$ cat config.mk
export PLATFORM = sky130hd
export DESIGN_NAME = level_sequencer_mux
export DESIGN_NICKNAME = d
export VERILOG_FILES = /design/src/rtl/level_sequencer_mux.sv
export SDC_FILE = /design/constraint.sdc
export NUM_CORES = 1
export LEC_CHECK = 0
export CELL_PAD_IN_SITES_DETAIL_PLACEMENT = 0
export CELL_PAD_IN_SITES_GLOBAL_PLACEMENT = 2
export CORE_MARGIN = 3
export CORE_UTILIZATION = 30
export DETAILED_ROUTE_END_ITERATION = 7
export DONT_BUFFER_PORTS = 1
export GPL_TIMING_DRIVEN = 0
export PLACE_DENSITY_LB_ADDON = 0.08
export SYNTH_ARGS = -nofsm -noshare
export SYNTH_HDL_FRONTEND = slang
export SYNTH_SLANG_ARGS = --single-unit
$ cat constraint.sdc
create_clock -name CC_LEVELSEQ_CLOCK_50 -period 3.1 [get_ports CC_LEVELSEQ_CLOCK_50]
set_clock_uncertainty 0.05 [all_clocks]
set_input_delay 0.155 -clock CC_LEVELSEQ_CLOCK_50 [delete_from_list [all_inputs] [get_ports CC_LEVELSEQ_CLOCK_50]]
set_output_delay 0.155 -clock CC_LEVELSEQ_CLOCK_50 [all_outputs]
set_load 0.005 [all_outputs]
$ cat src/rtl/level_sequencer_mux.sv
`default_nettype none
// ============================================================================
// Module      : level_sequencer_mux
// Description : Game level sequencer driving a registered, blanked selection
//               of per-level pattern data to the lane/obstacle generators.
// Revision    : 1.0 - initial release
// ============================================================================
module level_sequencer_mux #(
    parameter int NUM_LEVELS  = 4,
    parameter int DATAWIDTH   = 8,
    parameter int SELWIDTH    = 2,
    parameter int WRAP_MODE   = 0,
    parameter int HOLD_CYCLES = 4
) (
    input  logic                            CC_LEVELSEQ_CLOCK_50,
    input  logic                            CC_LEVELSEQ_RESET_InLow,
    input  logic [NUM_LEVELS*DATAWIDTH-1:0] CC_LEVELSEQ_data_InBUS,
    input  logic                            CC_LEVELSEQ_levelUp_In,
    input  logic                            CC_LEVELSEQ_restart_In,
    output logic [SELWIDTH-1:0]             CC_LEVELSEQ_select_Out,
    output logic [DATAWIDTH-1:0]            CC_LEVELSEQ_z_Out,
    output logic                            CC_LEVELSEQ_valid_Out,
    output logic                            CC_LEVELSEQ_last_Out,
    output logic                            CC_LEVELSEQ_done_Out
);

    typedef enum logic [1:0] {
        S_HOLD = 2'd0,
        S_PLAY = 2'd1,
        S_DONE = 2'd2
    } state_t;

    localparam logic [7:0]          HOLD_INIT = 8'(HOLD_CYCLES - 1);
    localparam logic [SELWIDTH-1:0] LAST_SEL  = SELWIDTH'(NUM_LEVELS - 1);

    state_t               state;
    logic [7:0]           hold_cnt;
    logic                 level_up_q;
    logic                 up_evt;
    logic                 at_last;
    logic [DATAWIDTH-1:0] cur_data;

    assign up_evt               = CC_LEVELSEQ_levelUp_In & ~level_up_q;
    assign at_last              = (CC_LEVELSEQ_select_Out == LAST_SEL);
    assign CC_LEVELSEQ_last_Out = at_last;

    // Any select value outside the populated channels falls back to level 0.
    always_comb begin
        cur_data = CC_LEVELSEQ_data_InBUS[DATAWIDTH-1:0];
        for (int k = 1; k < NUM_LEVELS; k++) begin
            if (CC_LEVELSEQ_select_Out == SELWIDTH'(k)) begin
                cur_data = CC_LEVELSEQ_data_InBUS[k*DATAWIDTH +: DATAWIDTH];
            end
        end
    end

    always_ff @(posedge CC_LEVELSEQ_CLOCK_50 or negedge CC_LEVELSEQ_RESET_InLow) begin
        if (!CC_LEVELSEQ_RESET_InLow) begin
            state                  <= S_HOLD;
            hold_cnt               <= HOLD_INIT;
            level_up_q             <= 1'b0;
            CC_LEVELSEQ_select_Out <= '0;
            CC_LEVELSEQ_z_Out      <= '0;
            CC_LEVELSEQ_valid_Out  <= 1'b0;
            CC_LEVELSEQ_done_Out   <= 1'b0;
        end else begin
            level_up_q <= CC_LEVELSEQ_levelUp_In;
            if (CC_LEVELSEQ_restart_In) begin
                state                  <= S_HOLD;
                hold_cnt               <= HOLD_INIT;
                CC_LEVELSEQ_select_Out <= '0;
                CC_LEVELSEQ_z_Out      <= '0;
                CC_LEVELSEQ_valid_Out  <= 1'b0;
                CC_LEVELSEQ_done_Out   <= 1'b0;
            end else begin
                case (state)
                    S_HOLD: begin
                        CC_LEVELSEQ_z_Out     <= '0;
                        CC_LEVELSEQ_valid_Out <= 1'b0;
                        if (hold_cnt == 8'd0) begin
                            state <= S_PLAY;
                        end else begin
                            hold_cnt <= hold_cnt - 8'd1;
                        end
                    end
                    S_PLAY: begin
                        if (up_evt) begin
                            CC_LEVELSEQ_z_Out     <= '0;
                            CC_LEVELSEQ_valid_Out <= 1'b0;
                            hold_cnt              <= HOLD_INIT;
                            if (!at_last) begin
                                CC_LEVELSEQ_select_Out <= CC_LEVELSEQ_select_Out + SELWIDTH'(1);
                                state                  <= S_HOLD;
                            end else if (WRAP_MODE != 0) begin
                                CC_LEVELSEQ_select_Out <= '0;
                                state                  <= S_HOLD;
                            end else begin
                                CC_LEVELSEQ_done_Out <= 1'b1;
                                state                <= S_DONE;
                            end
                        end else begin
                            CC_LEVELSEQ_z_Out     <= cur_data;
                            CC_LEVELSEQ_valid_Out <= 1'b1;
                        end
                    end
                    S_DONE: begin
                        CC_LEVELSEQ_z_Out     <= '0;
                        CC_LEVELSEQ_valid_Out <= 1'b0;
                        CC_LEVELSEQ_done_Out  <= 1'b1;
                    end
                    default: begin
                        state    <= S_HOLD;
                        hold_cnt <= HOLD_INIT;
                    end
                endcase
            end
        end
    end

endmodule
`default_nettype wire

==> metrics.yaml <==
outcome:
  status: "finished, final reports clean"
final_layout:
  final_common_cell: "dfrtp_1"
  drive_gt1_share_pct: 8.966
  final_area_um2: 1486
  fillers: 420
  finalNetCount: 187
  seqCellArea_um2: 578.1
  n_antenna_cell: 0
  final_cell_mix: "dfrtp_1 (21), nand2_1 (14), nor2_1 (9), o21ai_0 (9)"
  final_cell_count_no_fill: 195
  syn_to_final_growth_pct: 9.393
  multi_input_area_um2: 732.0
placement:
  placed_cells: 189
  dpl_cell_area_um2: 1421
  gp_congestion: 0.7040
  dpl.hpwl_mm: 2.553
  port_buffers: 0
clock_tree:
  cts_setup_buffers: 0
  cts_root_buf: "clkbuf_8"
  cts_tree: "yes"
  cts_resized: 0
  clk_path_buf_depth: 2
  worstSkewPairLatency_ns: 0.26
  cts.sinks: 23
  cts_hold_buf: 2
  path_clk_slew_ns: 0.08
  cts_buffers: 3
  htree_levels: 1
logic_synthesis:
  yosys.area_share.xor_xnor_pct: 0.6446
  synth_mux_area_share_pct: 12.52
  synth_area_leaders: "dfrtp_1 (39%), mux2_2 (6.6%), mux2i_1 (5.9%)"
  yosys.area_share.simple_pct: 16.48
  yosysTopAreaCell: "dfrtp_1"
  synth_area_um2: 1359
  avgSynthCellArea_um2: 9.776
  synth-compound-area-share_pct: 19.61
  synth_nets: 180
  synth_top_area_share_pct: 38.67
  synth_seq_area_share_pct: 42.54
  synth_edf_count: 0
  synth_top_family_by_area: "compound AO/OA/AOI/OAI gates"
  synth_seq_cells: 23
  async_reset_ff_share_pct: 100.0
  synth_cell_types: 37
  postSynthCellCount: 139
  synth_ff_type: "dfrtp_1"
  yosysWarnings: 0
  synthAdderAreaFrac_pct: 4.604
timing:
  min_period_ns: 2.075
  setup-violations-final: 0
  fmax_mhz: 481.9
  period_share_pct: 66.95
  hold_viol: 0
  slew_violations: 0
  tightest_slew_ns: 1.046
  fin_tns_setup_ns: 0
  rsz0062_at_grt: "no"
  holdWs_ns: 0.09651
  relSlewSlack_pct: 30.04
drt:
  wl_per_cell_um: 16.78
  drt_wl_total_mm: 3.273
  viasPerCell: 5.400
  drtAntennaViolNets: 0
  firstDrtPassIters: 4
  vias: 1053
  drc: 0
  drt_iter0_markers: 30
grt:
  antenna_found_initial: 0
  use_met2_pct: 20.56
  grt_usage_pct: 12.90
  met1_usage_pct: 18.10
  grt_max_degree: 24
  grt_pass1_vias: 1077
  grt_pass1_wl_mm: 5.382
  grt-busiest-layer: "met2"
  overflow: 0
  grt_use_met3_pct: 3.694
setup_path:
  cp_max_fo: 10
  critPathCaptureType: "flop"
  cpMaxStageDelayCell: "dfrtp_1"
  required_ns: 3.21
  arrival_ns: 2.18
  cp_slowest_stage_delay_ns: 0.48
  rrSetupSlack_ns: 1.02
  path_class: "flop to flop"
  crit_chain: "ha_1, clkbuf_1, clkbuf_1, o21ai_0, a22o_1"
  cpMostUsedCell: "clkbuf_1"
  start_kind: "flop"
die:
  start_util_pct: 32.56
  dieArea_um2: 5373
  pin_count: 49
  die_x_um: 73.30
  die_height_um: 73.30
  rows: 23
  core_region_area_um2: 4173
min_path:
  hold_path.class: "input port to flop"
power:
  power_density_nw_per_um2: 499.9
  power_uw: 743.1
  power.leakage_nw: 0.6299
  peakVddDrop_uv: 308.7
run:
  drv_cap: 0
critical path: cells and delay by family (launching register included):
family,cells,cell delay (ns)
buf+inv,2,0.75
flops,1,0.48
compound gates,2,0.44
fa+ha+maj,1,0.25
report_power, final:
| part | leakage [nW] | switching, mW | internal (mW) |
|---|---|---|---|
| sequential | 0.311 | 0.0369 | 0.340 |
| clock | 0.0228 | 0.0904 | 0.0916 |
| combinational | 0.296 | 0.102 | 0.0818 |
flip-flops by register name, indices dropped and copies added (netlist names):
register,cells
CC_LEVELSEQ_z_Out,8
hold_cnt,8
CC_LEVELSEQ_valid_Out,1
level_up_q,1
CC_LEVELSEQ_select_Out,2
state,2
CC_LEVELSEQ_done_Out,1
stage by stage:
step / setup WS [ns] / utilization [%]
floorplan: 1.298 / -
global placement: 1.064 / 34.06
detailed placement: 1.019 / 34.06
CTS: 1.010 / 35.62
global route: 0.8544 / 35.62
finish: 1.025 / 35.62
final timing paths:
check | startpoint | end | cells after the start
max in group asynchronous | CC_LEVELSEQ_RESET_InLow | CC_LEVELSEQ_done_Out$_DFFE_PN0P_ | 1
max | CC_LEVELSEQ_select_Out[0]$_DFFE_PN0P_ | CC_LEVELSEQ_z_Out[5]$_DFFE_PN0P_ | 5
min | CC_LEVELSEQ_data_InBUS[28] | CC_LEVELSEQ_z_Out[4]$_DFFE_PN0P_ | 3
min reg2reg | CC_LEVELSEQ_valid_Out$_DFFE_PN0P_ | CC_LEVELSEQ_valid_Out$_DFFE_PN0P_ | 1
max reg2reg | CC_LEVELSEQ_select_Out[0]$_DFFE_PN0P_ | CC_LEVELSEQ_z_Out[5]$_DFFE_PN0P_ | 5
min in group asynchronous | CC_LEVELSEQ_RESET_InLow | CC_LEVELSEQ_z_Out[6]$_DFFE_PN0P_ | 1
synthesized netlist by cell type, types with 2 or more instances:
| cell | n |
|---|---|
| dfrtp_1 | 21 |
| nor2b_1 | 3 |
| o21ba_1 | 2 |
| clkbuf_1 | 4 |
| o21ai_0 | 9 |
| nor3b_1 | 2 |
| nand2_1 | 14 |
| mux2_2 | 8 |
| a2bb2oi_1 | 2 |
| nand2b_1 | 2 |
| dfstp_2 | 2 |
| inv_1 | 8 |
| a21oi_1 | 4 |
| a211oi_1 | 2 |
| a22o_1 | 8 |
| a31oi_1 | 2 |
| ha_1 | 5 |
| or4_1 | 2 |
| nor2_1 | 9 |
| a32oi_1 | 2 |
| nand3_1 | 2 |
| nor3_1 | 4 |
| mux2i_1 | 8 |
layout make-up:
type / instances / area share (%)
Buffer: 5 / 1.263
Clock buffer: 4 / 3.030
Inverter: 8 / 2.020
Multi-Input combinational cell: 103 / 49.24
Sequential cell: 23 / 38.89
Tap cell: 50 / 4.209
Timing Repair Buffer: 2 / 1.347
kinds of logic (layout without fill, tap and decap cells):
group | Yosys count | in the layout
DFF | 23 | 23
xor gates and xnor gates | 1 | 1
AOI/OAI and AO/OA | 37 | 37
buffers and inverters | 13 | 19
and+or+nand+nor | 44 | 44
adders and majority gates | 5 | 5
muxes | 16 | 16
metal layers:
layer  up-vias  share of wire (%)  wire [um]
li1        518                  -          -
met1       507                 49       1615
met2        26                 45       1476
met3         2                5.3        172
met4         0               0.31         10
met5         -                  0          0
Power figures use the tool's default switching activity.
